<file path="src/rtl/hazard_ctrl_if.sv">
// Hazard controller bundle: D/E/M stage hazard info in, pipeline-register controls out.
interface hazard_ctrl_if;
  logic [4:0]  d_rs;
  logic [4:0]  d_rt;
  logic        d_uses_rs;
  logic        d_uses_rt;
  logic [1:0]  d_tuse_rs;
  logic [1:0]  d_tuse_rt;
  logic        d_is_md;
  logic [4:0]  e_wa;
  logic [1:0]  e_tnew;
  logic [4:0]  m_wa;
  logic [1:0]  m_tnew;
  logic        e_md_start;
  logic        e_md_is_div;
  logic        ext_stall;
  logic        pc_we;
  logic        d_we;
  logic        e_clr;
  logic        e_we;
  logic        m_we;
  logic        w_we;
  logic        md_busy;
  logic [31:0] stall_cnt;

  modport master (
    output d_rs, d_rt, d_uses_rs, d_uses_rt, d_tuse_rs, d_tuse_rt, d_is_md,
           e_wa, e_tnew, m_wa, m_tnew, e_md_start, e_md_is_div, ext_stall,
    input  pc_we, d_we, e_clr, e_we, m_we, w_we, md_busy, stall_cnt
  );

  modport slave (
    input  d_rs, d_rt, d_uses_rs, d_uses_rt, d_tuse_rs, d_tuse_rt, d_is_md,
           e_wa, e_tnew, m_wa, m_tnew, e_md_start, e_md_is_div, ext_stall,
    output pc_we, d_we, e_clr, e_we, m_we, w_we, md_busy, stall_cnt
  );
endinterface

</file>
<file path="src/rtl/hazard_ctrl.sv">
// Pipeline stall/flush controller: Tuse/Tnew data hazards, MD unit busy tracking,
// external freeze, and a stall performance counter.
module hazard_ctrl #(
  parameter int unsigned MULT_LAT = 5,
  parameter int unsigned DIV_LAT  = 10,
  parameter int unsigned CNT_W    = 4
) (
  input logic          clk,
  input logic          reset,
  hazard_ctrl_if.slave hz
);
  localparam int unsigned SC_W = 32;

  logic [CNT_W-1:0] md_cnt;
  logic [CNT_W-1:0] md_cnt_nxt;
  logic [SC_W-1:0]  stall_cnt;
  logic [SC_W-1:0]  stall_cnt_nxt;
  logic             rs_haz;
  logic             rt_haz;
  logic             md_stall;
  logic             stall;
  logic             md_busy;

  // Producer still further from result than consumer can wait; $0 and Tnew=0 never stall.
  always_comb begin
    rs_haz = 1'b0;
    rt_haz = 1'b0;
    if (hz.d_uses_rs && (hz.d_rs != 5'd0))
      rs_haz = ((hz.d_rs == hz.e_wa) && (hz.e_tnew > hz.d_tuse_rs)) ||
               ((hz.d_rs == hz.m_wa) && (hz.m_tnew > hz.d_tuse_rs));
    if (hz.d_uses_rt && (hz.d_rt != 5'd0))
      rt_haz = ((hz.d_rt == hz.e_wa) && (hz.e_tnew > hz.d_tuse_rt)) ||
               ((hz.d_rt == hz.m_wa) && (hz.m_tnew > hz.d_tuse_rt));
  end

  assign md_busy  = (md_cnt != '0);
  assign md_stall = hz.d_is_md && (md_busy || hz.e_md_start);
  assign stall    = rs_haz || rt_haz || md_stall;

  // A start only counts on an unfrozen edge, since only then does E advance past it.
  always_comb begin
    md_cnt_nxt    = md_cnt;
    stall_cnt_nxt = stall_cnt;
    if (hz.e_md_start && !hz.ext_stall)
      md_cnt_nxt = hz.e_md_is_div ? CNT_W'(DIV_LAT) : CNT_W'(MULT_LAT);
    else if (md_busy)
      md_cnt_nxt = md_cnt - CNT_W'(1);
    if (stall && !hz.ext_stall)
      stall_cnt_nxt = stall_cnt + SC_W'(1);
  end

  always_ff @(posedge clk or negedge reset) begin
    if (!reset) begin
      md_cnt    <= '0;
      stall_cnt <= '0;
    end else begin
      md_cnt    <= md_cnt_nxt;
      stall_cnt <= stall_cnt_nxt;
    end
  end

  // Freeze overrides stall: nothing moves and no bubble is injected.
  always_comb begin
    hz.pc_we = 1'b0;
    hz.d_we  = 1'b0;
    hz.e_clr = 1'b0;
    hz.e_we  = 1'b0;
    hz.m_we  = 1'b0;
    hz.w_we  = 1'b0;
    if (reset && !hz.ext_stall) begin
      hz.pc_we = !stall;
      hz.d_we  = !stall;
      hz.e_clr = stall;
      hz.e_we  = 1'b1;
      hz.m_we  = 1'b1;
      hz.w_we  = 1'b1;
    end
  end

  assign hz.md_busy   = md_busy;
  assign hz.stall_cnt = stall_cnt;
endmodule

</file>
<file path="src/flat_wrapper.sv">
// flat-port wrapper written by rule: the top's interface ports become plain ports
module hazard_ctrl_flat 
#(
  parameter int unsigned MULT_LAT = 5,
  parameter int unsigned DIV_LAT  = 10,
  parameter int unsigned CNT_W    = 4
)
  (clk, reset, hz_d_rs, hz_d_rt, hz_d_uses_rs, hz_d_uses_rt, hz_d_tuse_rs, hz_d_tuse_rt, hz_d_is_md, hz_e_wa, hz_e_tnew, hz_m_wa, hz_m_tnew, hz_e_md_start, hz_e_md_is_div, hz_ext_stall, hz_pc_we, hz_d_we, hz_e_clr, hz_e_we, hz_m_we, hz_w_we, hz_md_busy, hz_stall_cnt);
  hazard_ctrl_if hz_i ();
  input logic clk;
  input logic reset;
  input wire logic [$bits(hz_i.d_rs)-1:0] hz_d_rs;
  input wire logic [$bits(hz_i.d_rt)-1:0] hz_d_rt;
  input wire logic [$bits(hz_i.d_uses_rs)-1:0] hz_d_uses_rs;
  input wire logic [$bits(hz_i.d_uses_rt)-1:0] hz_d_uses_rt;
  input wire logic [$bits(hz_i.d_tuse_rs)-1:0] hz_d_tuse_rs;
  input wire logic [$bits(hz_i.d_tuse_rt)-1:0] hz_d_tuse_rt;
  input wire logic [$bits(hz_i.d_is_md)-1:0] hz_d_is_md;
  input wire logic [$bits(hz_i.e_wa)-1:0] hz_e_wa;
  input wire logic [$bits(hz_i.e_tnew)-1:0] hz_e_tnew;
  input wire logic [$bits(hz_i.m_wa)-1:0] hz_m_wa;
  input wire logic [$bits(hz_i.m_tnew)-1:0] hz_m_tnew;
  input wire logic [$bits(hz_i.e_md_start)-1:0] hz_e_md_start;
  input wire logic [$bits(hz_i.e_md_is_div)-1:0] hz_e_md_is_div;
  input wire logic [$bits(hz_i.ext_stall)-1:0] hz_ext_stall;
  output wire logic [$bits(hz_i.pc_we)-1:0] hz_pc_we;
  output wire logic [$bits(hz_i.d_we)-1:0] hz_d_we;
  output wire logic [$bits(hz_i.e_clr)-1:0] hz_e_clr;
  output wire logic [$bits(hz_i.e_we)-1:0] hz_e_we;
  output wire logic [$bits(hz_i.m_we)-1:0] hz_m_we;
  output wire logic [$bits(hz_i.w_we)-1:0] hz_w_we;
  output wire logic [$bits(hz_i.md_busy)-1:0] hz_md_busy;
  output wire logic [$bits(hz_i.stall_cnt)-1:0] hz_stall_cnt;
  assign hz_i.d_rs = hz_d_rs;
  assign hz_i.d_rt = hz_d_rt;
  assign hz_i.d_uses_rs = hz_d_uses_rs;
  assign hz_i.d_uses_rt = hz_d_uses_rt;
  assign hz_i.d_tuse_rs = hz_d_tuse_rs;
  assign hz_i.d_tuse_rt = hz_d_tuse_rt;
  assign hz_i.d_is_md = hz_d_is_md;
  assign hz_i.e_wa = hz_e_wa;
  assign hz_i.e_tnew = hz_e_tnew;
  assign hz_i.m_wa = hz_m_wa;
  assign hz_i.m_tnew = hz_m_tnew;
  assign hz_i.e_md_start = hz_e_md_start;
  assign hz_i.e_md_is_div = hz_e_md_is_div;
  assign hz_i.ext_stall = hz_ext_stall;
  assign hz_pc_we = hz_i.pc_we;
  assign hz_d_we = hz_i.d_we;
  assign hz_e_clr = hz_i.e_clr;
  assign hz_e_we = hz_i.e_we;
  assign hz_m_we = hz_i.m_we;
  assign hz_w_we = hz_i.w_we;
  assign hz_md_busy = hz_i.md_busy;
  assign hz_stall_cnt = hz_i.stall_cnt;
  hazard_ctrl #(.MULT_LAT(MULT_LAT), .DIV_LAT(DIV_LAT), .CNT_W(CNT_W)) u_core (.clk(clk), .reset(reset), .hz(hz_i));
endmodule
</file>
<file path="config.mk">
export PLATFORM = sky130hd
export DESIGN_NAME = hazard_ctrl_flat
export DESIGN_NICKNAME = d
export VERILOG_FILES = /design/src/rtl/hazard_ctrl_if.sv /design/src/rtl/hazard_ctrl.sv /design/src/flat_wrapper.sv
export SDC_FILE = /design/constraint.sdc
export NUM_CORES = 1
export LEC_CHECK = 0
export BUFFER_PORTS_ARGS = -buffer_cell sky130_fd_sc_hd__buf_2
export CAP_MARGIN = 10
export CORE_AREA = 3 3 73 75
export CTS_CLUSTER_DIAMETER = 40
export DETAILED_ROUTE_END_ITERATION = 10
export DIE_AREA = 0 0 76 78
export PLACE_DENSITY = 0.74
export SLEW_MARGIN = 20
export SYNTH_ARGS = -nofsm -noshare
export SYNTH_HDL_FRONTEND = slang
export SYNTH_SLANG_ARGS = --single-unit
export TNS_END_PERCENT = 100
</file>
<file path="constraint.sdc">
create_clock -name clk -period 2.5 [get_ports clk]
set_input_delay 0.125 -clock clk [delete_from_list [all_inputs] [get_ports clk]]
set_output_delay 0.125 -clock clk [all_outputs]
set_load 0.05 [all_outputs]
</file>
==> impl_metrics.json, run 1 <==
{
  "worstPathRequired_ps": 2380,
  "max_slew_margin_pct": 72.8,
  "dieArea_um2": 5930,
  "area_fraction_of_the_dominant_cell_type_after_synthesis_pct": 40.7,
  "final_min_period_over_clock_period_pct": 90.4,
  "chip_height_um": 78,
  "dr.first_iter.drc_count": 31,
  "synth_sequential_area_ratio_pct": 40.7,
  "layout-drive-gt1-share_pct": 36.0,
  "power.combinational.fraction_pct": 33.2,
  "layout-area-overhead-vs-synth_pct": 26.1,
  "tritoncts": "done",
  "power.density_nw_per_um2": 666,
  "ys_types": 35,
  "ys.warnings.count": 0,
  "worst_slew_pin_slew_ps": 408,
  "ir_drop_v": 0.000285,
  "hp-class": "in -> reg",
  "num-fill-cells": 409,
  "routabilityCongestion": 0.914,
  "drt-pass1-iter-count": 4,
  "first_global_vias": 1781,
  "io_pins": 75,
  "detail_route.vias_per_cell": 5.08,
  "cell_chosen_for_the_clock_root": "sky130_fd_sc_hd__clkbuf_8",
  "grt_max_degree": 33,
  "cap_viol_max_count": 0,
  "initial_core_util_pct": 46.8,
  "avgSynthCellArea_um2": 10.5,
  "global_route_wire_length_before_repair_um": 8340,
  "grt_setup_unrepaired": "no",
  "insertedDiodeCount": 0,
  "route.antenna.remaining_nets": 0,
  "path_clk_slew_ps": 70,
  "netlist_instances": 211,
  "endpoint_kind": "primary output",
  "cp_max_fo": 9,
  "routed_wirelength_um": 4940,
  "period_needed_ps": 2260,
  "place_hpwl_um": 3990,
  "arrival_time_worst_endpoint_ps": 2130,
  "p_sw_mw": 0.688,
  "layout_commonest_cell": "sky130_fd_sc_hd__buf_2",
  "numPortBuffers": 74,
  "layout.cells.most_common_list": "74 x sky130_fd_sc_hd__buf_2, 37 x sky130_fd_sc_hd__xnor2_1, 36 x sky130_fd_sc_hd__dfrtp_1",
  "critPathMaxStageDelay_ps": 380,
  "fmax_mhz": 443,
  "finalSetupTns_ps": 0,
  "core_area_um2": 4720,
  "synth_fp_nets": 258,
  "hold_slack_ps": 147,
  "start_kind": "flip-flop",
  "crit_slowest_cell": "sky130_fd_sc_hd__dfrtp_1",
  "yosys.area.top_type": "sky130_fd_sc_hd__dfrtp_1",
  "floorplan.rows": 25,
  "num-nets-final": 338,
  "ys_seq_elements": 36,
  "outcome": "completed",
  "latest_clock_arrival_within_the_worst_skew_pair_ps": 280,
  "cpLargestDelayFamily": "simple AND/OR/NAND/NOR gates",
  "timing.critical_path.buf_inv": 2,
  "post_cts_buffers": 0,
  "grt_overflow": 0,
  "power.share.clock_pct": 27.1,
  "timing.final.max_slew_violations": 0,
  "cts-htree-levels": 2,
  "cts-buffers-inserted": 5,
  "drt-wirelength-per-cell_um": 13.8,
  "die-width_um": 76,
  "drt_drc_violations_left": 0,
  "critPathKind": "reg -> out",
  "grt_antenna_before_repair": 0,
  "share_seq_of_total_power_pct": 39.8,
  "all_layer_global_routing_usage_pct": 17.3,
  "worstPathCellList": "inv_1 -> ha_1 -> nand2_2 -> o21ai_2 -> nand3_2 -> nor3b_4 -> buf_2",
  "ctsLongestPathBuffers": 2,
  "internal_power_mw": 1.17,
  "worst_clock_skew_ps": 3.95,
  "via_count": 1823,
  "ys_top_cells_by_area": "sky130_fd_sc_hd__dfrtp_1 41%, sky130_fd_sc_hd__xnor2_1 15%, sky130_fd_sc_hd__xor2_1 6.3%, sky130_fd_sc_hd__ha_1 6.2%, sky130_fd_sc_hd__nand4_1 4.2%",
  "power.switching_fraction_pct": 37.0,
  "power.static_leakage_nw": 1.47,
  "netlist_area_um2": 2210,
  "clock-sinks": 36,
  "timing.final.hold_violations": 0,
  "report.final.setup_viol": 0
}
==> registers in the layout (all words and copies together) (netlist names) <==
register,cells
u_core.md_cnt,4
u_core.hz.stall_cnt,32
==> cells in the mapped netlist (all sizes together) <==
master,n
nand4,19
xor2,16
inv,10
nand2,16
mux2,1
buf,7
nor2b,1
ha,11
and4,2
o21ai,2
and3b,1
a31o,2
or3,1
or4,2
nand3,5
a21oi,7
xnor2,37
nor3b,1
a21o,1
nor3,1
nor4,4
a31oi,1
and4b,1
o221ai,2
nor2,7
nand2b,1
and2,2
and3,14
dfrtp,36
==> area by class of cell <==
| type | count | area (um^2) | share of cell area [%] |
|---|---|---|---|
| clock buffers | 5 | 68.8 | 2.47 |
| repair buffers | 80 | 418 | 15.0 |
| flip-flops and latches | 36 | 901 | 32.3 |
| multi-input cells | 158 | 1240 | 44.4 |
| well taps | 67 | 83.8 | 3.00 |
| clock inverters | 3 | 42.5 | 1.52 |
| inverters | 10 | 37.5 | 1.35 |
==> worst register-to-register path, stage by stage (launching register included) <==
cell and delay [ps]:
sky130_fd_sc_hd__dfrtp_1 430, sky130_fd_sc_hd__and3_2 250, sky130_fd_sc_hd__and3_4 220, sky130_fd_sc_hd__and4_1 250, sky130_fd_sc_hd__nand2_1 60, sky130_fd_sc_hd__a31o_2 280, sky130_fd_sc_hd__and3b_1 240, sky130_fd_sc_hd__xor2_1 140
==> power by group through the flow <==
stage	sequential [mW]	combinational (mW)	clock (mW)
2_1_floorplan	0.888	0.305	0
3_3_place_gp	0.747	0.604	0
3_5_place_dp	0.750	0.618	0
4_1_cts	0.738	0.623	0.516
5_1_grt	0.752	0.672	0.546
6_report	0.739	0.616	0.504
==> metrics by stage <==
| step | total power, mW | setup slack [ps] | area, um^2 | cells | utilization (%) |
|---|---|---|---|---|---|
| 5_1_grt | 1.97 | 89.9 | 2790 | 359 | 59.1 |
| 3_3_place_gp | 1.35 | 281 | 2660 | 350 | 56.4 |
| 4_1_cts | 1.88 | 68.9 | 2790 | 359 | 59.0 |
| 6_report | 1.86 | 241 | 2790 | 359 | 59.1 |
| 3_5_place_dp | 1.37 | 214 | 2660 | 350 | 56.4 |
| 2_1_floorplan | 1.19 | 104 | 2230 | 211 | - |
==> cells by family after synthesis <==
kind of cell | count (synthesis) | share of synthesized area (%)
adder cells (fa/ha/maj) | 11 | 6.22
multiplexers | 1 | 0.509
AND/OR/NAND/NOR | 78 | 21.8
buffers and inverters | 17 | 4.30
XOR/XNOR | 53 | 21.0
AO/OA/AOI/OAI | 15 | 5.49
flip-flops | 36 | 40.7
==> timing repair <==
action / in CTS / in global routing
endpoints found under the setup margin: 0 / 2
hold endpoints to repair: 4 / 0
hold buffers: 1 / 0
gates resized for setup: 0 / 1
==> final timing paths <==
path / startpoint / to / slack [ps] / cells past startpoint
min reg2reg: u_core.hz.stall_cnt[31]$_DFFE_PN0P_ / u_core.hz.stall_cnt[31]$_DFFE_PN0P_ / 470 / 1
max in group asynchronous: reset / u_core.hz.stall_cnt[15]$_DFFE_PN0P_ / 1690 / 3
max: u_core.md_cnt[0]$_DFFE_PN0P_ / hz_d_we / 240 / 7
max reg2reg: u_core.hz.stall_cnt[5]$_DFFE_PN0P_ / u_core.hz.stall_cnt[31]$_DFFE_PN0P_ / 560 / 7
min in group asynchronous: reset / u_core.md_cnt[3]$_DFFE_PN0P_ / 190 / 2
min: hz_e_md_is_div / u_core.md_cnt[3]$_DFFE_PN0P_ / 150 / 3
==> routing by layer <==
metal	wire length (um)	track usage (%)
met4	44	4.17
met5	0	0
met3	204	3.94
met1	2180	20.8
met2	2510	31.5
No activity file was read; power rests on OpenSTA's default activity.
==> run 2, diff against run 1 <==
CORE_AREA = 2 2 71 73   (was 3 3 73 75)
DIE_AREA = 0 0 73 75   (was 0 0 76 78)
PLACE_DENSITY = 0.76   (was 0.74)
==> run 2 against run 1 <==
  * Register-to-register slack better by 30 ps
  * Utilization down 0.17 points
  * Via count down 2.0%
  * Critical endpoint unchanged
==> impl_metrics.json, run 2 (synthesis gave the netlist of run 1 again) <==
{
  "post_cts_buffers": 0,
  "ir_drop_v": 0.000352,
  "timing.final.max_slew_violations": 0,
  "power.share.clock_pct": 23.8,
  "layout.cells.most_common_list": "74 x sky130_fd_sc_hd__buf_2, 37 x sky130_fd_sc_hd__xnor2_1, 36 x sky130_fd_sc_hd__dfrtp_1",
  "holdPathStages": 3,
  "drt-pass1-iter-count": 4,
  "grt_max_degree": 33,
  "globalRouteMet1Util_pct": 22.5,
  "start_kind": "flip-flop",
  "clock-sinks": 36,
  "die-width_um": 73,
  "footprint_of_the_multi_input_gates_um2": 1240,
  "hold_slack_ps": 135,
  "num-fill-cells": 424,
  "grt_setup_unrepaired": "no",
  "route.antenna.remaining_nets": 0,
  "routabilityCongestion": 0.962,
  "cp_max_fo": 9,
  "met2_usage_pct": 31.2,
  "hold_path_startpoint": "hz_e_md_is_div",
  "power.density_nw_per_um2": 646,
  "report.final.setup_viol": 0,
  "cell_depth_of_the_worst_flop_to_flop_path": 7,
  "layout-drive-gt1-share_pct": 35.1,
  "initial_core_util_pct": 47.5,
  "arrival_time_worst_endpoint_ps": 2090,
  "core_area_um2": 4660,
  "hp-class": "in -> reg",
  "dpl_cell_area_um2": 2640,
  "io_pins": 75,
  "internal_power_mw": 1.10,
  "final_design_area_no_fill_um2": 2750,
  "cts-buffers-inserted": 5,
  "cell_chosen_for_the_clock_root": "sky130_fd_sc_hd__clkbuf_8",
  "dieArea_um2": 5480,
  "regMostFlops": "u_core.hz.stall_cnt",
  "fmax_mhz": 452,
  "ctsLongestPathBuffers": 2,
  "numPortBuffers": 74,
  "worst_clock_skew_ps": 5.72,
  "max_slew_margin_pct": 73.6,
  "power.combinational.fraction_pct": 34.8,
  "reg.largest.list": "u_core.hz.stall_cnt: 32 flops, u_core.md_cnt: 4 flops",
  "r2r_end": "u_core.hz.stall_cnt[31]$_DFFE_PN0P_",
  "cts-htree-levels": 2,
  "first_global_vias": 1711,
  "period_needed_ps": 2210,
  "grt-busiest-layer": "met2",
  "critPathKind": "reg -> out",
  "cap_viol_max_count": 0,
  "all_layer_global_routing_usage_pct": 18.7,
  "routed_wirelength_um": 4710,
  "layout-area-overhead-vs-synth_pct": 24.1,
  "layout_commonest_cell": "sky130_fd_sc_hd__buf_2",
  "global_route_wire_length_before_repair_um": 7710,
  "worst_slew_pin_slew_ps": 396,
  "grt_antenna_before_repair": 0,
  "regArea_um2": 901,
  "final_min_period_over_clock_period_pct": 88.5,
  "via_count": 1786,
  "detail_route.vias_per_cell": 5.18,
  "pre_cts_slack_ps": 331,
  "worst_slack_ps": 288,
  "reg2reg_slack_ps": 590,
  "chip_height_um": 75,
  "groute.layer.met3.usage_pct": 6.02,
  "worstHoldEndpoint": "u_core.md_cnt[3]$_DFFE_PN0P_",
  "insertedDiodeCount": 0,
  "endpoint_kind": "primary output",
  "grt_overflow": 0,
  "tritoncts": "done",
  "path_clk_slew_ps": 60,
  "worstPathCellList": "inv_1 -> ha_1 -> nand2_2 -> o21ai_2 -> nand3_2 -> nor3b_4 -> buf_2",
  "num-nets-final": 337,
  "rr_startpoint": "u_core.hz.stall_cnt[12]$_DFFE_PN0P_",
  "crit_slowest_cell": "sky130_fd_sc_hd__dfrtp_1",
  "floorplan.rows": 25,
  "worstPathRequired_ps": 2380,
  "power.static_leakage_nw": 1.46,
  "finalSetupTns_ps": 0,
  "place_hpwl_um": 3750,
  "drt-wirelength-per-cell_um": 13.6,
  "timing.final.hold_violations": 0,
  "max_ffs_per_register": 32,
  "drt_drc_violations_left": 0,
  "outcome": "completed",
  "critPathMaxStageDelay_ps": 370,
  "latest_clock_arrival_within_the_worst_skew_pair_ps": 290,
  "power.switching_fraction_pct": 37.9,
  "p_sw_mw": 0.672,
  "share_seq_of_total_power_pct": 41.5,
  "dr.first_iter.drc_count": 49,
  "final_core_util_pct": 58.9
}
==> run 2: stage by stage <==
step | power (mW) | cells
after floorplan | 1.19 | 211
after global placement | 1.35 | 336
after detailed placement | 1.37 | 336
after CTS | 1.79 | 345
after global routing | 1.88 | 345
final | 1.77 | 345
==> run 2: power groups by stage <==
stage	sequential (mW)	clock [mW]	combinational [mW]
after floorplan	0.888	0	0.305
after global placement	0.746	0	0.600
after detailed placement	0.748	0	0.620
after CTS	0.737	0.433	0.623
after global routing	0.750	0.458	0.676
final	0.735	0.421	0.617
==> run 2: worst max-delay path by stage <==
| stage | from | to | slack [ps] | cells past startpoint |
|---|---|---|---|---|
| after floorplan | u_core.md_cnt[0]$_DFFE_PN0P_ | hz_pc_we | 100 | 7 |
| after global placement | hz_e_tnew[1] | hz_e_clr | 340 | 9 |
| after detailed placement | hz_m_tnew[1] | hz_e_clr | 330 | 9 |
| after CTS | u_core.md_cnt[0]$_DFFE_PN0P_ | hz_d_we | 130 | 7 |
| after global routing | u_core.md_cnt[0]$_DFFE_PN0P_ | hz_d_we | 130 | 7 |
| final | u_core.md_cnt[0]$_DFFE_PN0P_ | hz_d_we | 290 | 7 |
==> run 2: critical path: cells and delay by family, from the launching register on <==
kind,cells,cell delay (ps)
flops,1,370
fa+ha+maj,1,200
compound gates,1,240
buf+inv,2,390
simple gates,3,590
==> run 2: final cells by class <==
class	instances	area share, %
sequential	36	32.8
tap	54	2.46
clock buffer	8	3.28
multi-input combinational	158	45.1
timing repair buffer	79	14.9
inverter	10	1.37
==> run 2: metal layers <==
metal | wire length (um) | vias up
met5 | 0 | -
met4 | 71 | 0
li1 | - | 895
met3 | 206 | 6
met1 | 2110 | 844
met2 | 2320 | 41
==> run 2: what timing repair did <==
| item | 4_1_cts | 5_1_grt |
|---|---|---|
| setup endpoints to repair | 0 | 2 |
| resized for setup | 0 | 1 |
| hold endpoints to repair | 34 | 0 |
| hold buffers | 1 | 0 |
==> run 3, diff against run 2 <==
CTS_CLUSTER_DIAMETER = 30   (was 40)
MAX_ROUTING_LAYER = met4   (was unset)
==> run 3 against run 2 <==
  * Sequential power is 0.5% higher
  * Sequential share of layout area is 0.24 points lower
  * Utilization is 0.43 points higher
  * Non-clock buffer count is 1 higher
  * Clock skew is 1.1 ps lower
  * First-iteration DRC count is 110% higher
  * Worst hold slack better by 18 ps
  * Global-route usage is 0.35 points higher
  * Register-to-register slack hardly changed
  * Largest cell class unchanged
==> impl_metrics.json, run 3 (synthesis gave the netlist of run 1 again) <==
{
  "outcome": "completed",
  "power.static_leakage_nw": 1.47,
  "worstHoldEndpoint": "u_core.md_cnt[3]$_DFFE_PN0P_",
  "reg.largest.list": "u_core.hz.stall_cnt: 32 flops, u_core.md_cnt: 4 flops",
  "route.antenna.remaining_nets": 0,
  "first_global_vias": 1673,
  "hold_path_startpoint": "hz_e_md_is_div",
  "critPathMaxStageDelay_ps": 380,
  "timing.final.max_slew_violations": 0,
  "final_core_util_pct": 59.3,
  "tritoncts": "done",
  "routabilityCongestion": 0.996,
  "crit_slowest_cell": "sky130_fd_sc_hd__dfrtp_1",
  "floorplan.rows": 25,
  "dr.first_iter.drc_count": 101,
  "global_route_wire_length_before_repair_um": 7740,
  "rr_startpoint": "u_core.hz.stall_cnt[5]$_DFFE_PN0P_",
  "layout-area-overhead-vs-synth_pct": 25.0,
  "fmax_mhz": 467,
  "grt_max_degree": 33,
  "cpLargestDelayFamily": "simple AND/OR/NAND/NOR gates",
  "die-width_um": 73,
  "report.final.setup_viol": 0,
  "finalSetupTns_ps": 0,
  "layout_commonest_cell": "sky130_fd_sc_hd__buf_2",
  "drt-wirelength-per-cell_um": 13.5,
  "worstPathCellList": "inv_1 -> ha_1 -> nand2_2 -> o21ai_2 -> nand3_1 -> nor3b_4 -> buf_2",
  "dpl_cell_area_um2": 2650,
  "period_needed_ps": 2140,
  "drt-pass1-iter-count": 4,
  "grt_antenna_before_repair": 0,
  "endpoint_kind": "primary output",
  "detail_route.vias_per_cell": 5.12,
  "regMostFlops": "u_core.hz.stall_cnt",
  "grt_setup_unrepaired": "no",
  "start_kind": "flip-flop",
  "timing.critical_path.buf_inv": 2,
  "initial_core_util_pct": 47.5,
  "hp-class": "in -> reg",
  "reg2reg_slack_ps": 580,
  "ctsLongestPathBuffers": 2,
  "all_layer_global_routing_usage_pct": 19.0,
  "holdPathStages": 3,
  "latest_clock_arrival_within_the_worst_skew_pair_ps": 280,
  "place_hpwl_um": 3760,
  "r2r_end": "u_core.hz.stall_cnt[31]$_DFFE_PN0P_",
  "via_count": 1771,
  "max_ffs_per_register": 32,
  "dieArea_um2": 5480,
  "worst_slew_pin_slew_ps": 391,
  "cap_viol_max_count": 0,
  "insertedDiodeCount": 0,
  "timing.final.hold_violations": 0,
  "max_slew_margin_pct": 74.0,
  "cell_depth_of_the_worst_flop_to_flop_path": 7,
  "ir_drop_v": 0.000255,
  "final_min_period_over_clock_period_pct": 85.7,
  "worstPathRequired_ps": 2380,
  "chip_height_um": 75,
  "clock-sinks": 36,
  "final_design_area_no_fill_um2": 2770,
  "num-nets-final": 338,
  "drt_drc_violations_left": 0,
  "core_area_um2": 4660,
  "critPathKind": "reg -> out",
  "power.density_nw_per_um2": 665,
  "layout-drive-gt1-share_pct": 35.3,
  "cp_max_fo": 6,
  "critical_path_depth": 7,
  "io_pins": 75,
  "cts_repair_resize_count": 0,
  "cts-buffers-inserted": 5,
  "routed_wirelength_um": 4670,
  "arrival_time_worst_endpoint_ps": 2020,
  "cts-htree-levels": 2,
  "worst_clock_skew_ps": 4.58,
  "cell_chosen_for_the_clock_root": "sky130_fd_sc_hd__clkbuf_8",
  "path_clk_slew_ps": 60,
  "layout.cells.most_common_list": "74 x sky130_fd_sc_hd__buf_2, 37 x sky130_fd_sc_hd__xnor2_1, 36 x sky130_fd_sc_hd__dfrtp_1",
  "grt_overflow": 0,
  "numPortBuffers": 74,
  "fin_total_pwr_mw": 1.84
}
## run 3: changes by cell type in the layout (fill, tap and decap cells not counted)
cell and change:
sky130_fd_sc_hd__buf_4 +1, sky130_fd_sc_hd__bufinv_16 +1, sky130_fd_sc_hd__clkbuf_1 -1, sky130_fd_sc_hd__clkbuf_8 -1, sky130_fd_sc_hd__clkinv_2 +1, sky130_fd_sc_hd__nand3_1 +1
sky130_fd_sc_hd__nand3_2 -1
## run 3: timing repair
item                                   4_1_cts  5_1_grt
endpoints found under the hold margin       36        0
buffers inserted                             0        0
hold buffers                                 1        0
## run 3: metal layers
layer | global-route usage [%] | up-vias | share of wire (%)
met5 | - | - | 0
li1 | - | 898 | -
met2 | 29.7 | 41 | 50
met4 | 5.56 | 0 | 1.1
met3 | 4.02 | 6 | 3.4
met1 | 25.0 | 826 | 46
## run 3: how the worst max path moves through the flow
stage	to	start	slack, ps
2_1_floorplan	hz_pc_we	u_core.md_cnt[0]$_DFFE_PN0P_	100
3_3_place_gp	u_core.hz.stall_cnt[1]$_DFFE_PN0P_	hz_m_tnew[1]	350
3_5_place_dp	u_core.hz.stall_cnt[1]$_DFFE_PN0P_	hz_m_tnew[1]	330
4_1_cts	hz_pc_we	u_core.md_cnt[0]$_DFFE_PN0P_	330
5_1_grt	hz_d_we	u_core.md_cnt[0]$_DFFE_PN0P_	200
6_report	hz_pc_we	u_core.md_cnt[0]$_DFFE_PN0P_	360
## run 3: layout make-up
class | count | area [um^2]
clock buffers | 6 | 72.6
clock inverters | 2 | 35.0
fillers | 408 | 1900
inverters | 10 | 37.5
multi-input cells | 158 | 1230
flip-flops and latches | 36 | 901
well taps | 54 | 67.6
repair buffers | 80 | 418
## run 3: metrics by stage
stage	cells	setup slack, ps	hold WS (ps)
after floorplan	211	104	-171
after global placement	337	347	-46.6
after detailed placement	337	328	-47.4
after CTS	346	326	146
after global routing	346	198	180
final	346	357	153
## run 3: worst min-delay path: stages
cell and delay, ps:
sky130_fd_sc_hd__buf_2 80, sky130_fd_sc_hd__nor2_1 70, sky130_fd_sc_hd__a21oi_1 120
## run 3: power by group
part	internal (mW)	leakage [nW]	switching (mW)
Combinational	0.217	0.929	0.398
Clock	0.296	0.0552	0.191
Sequential	0.661	0.484	0.0778
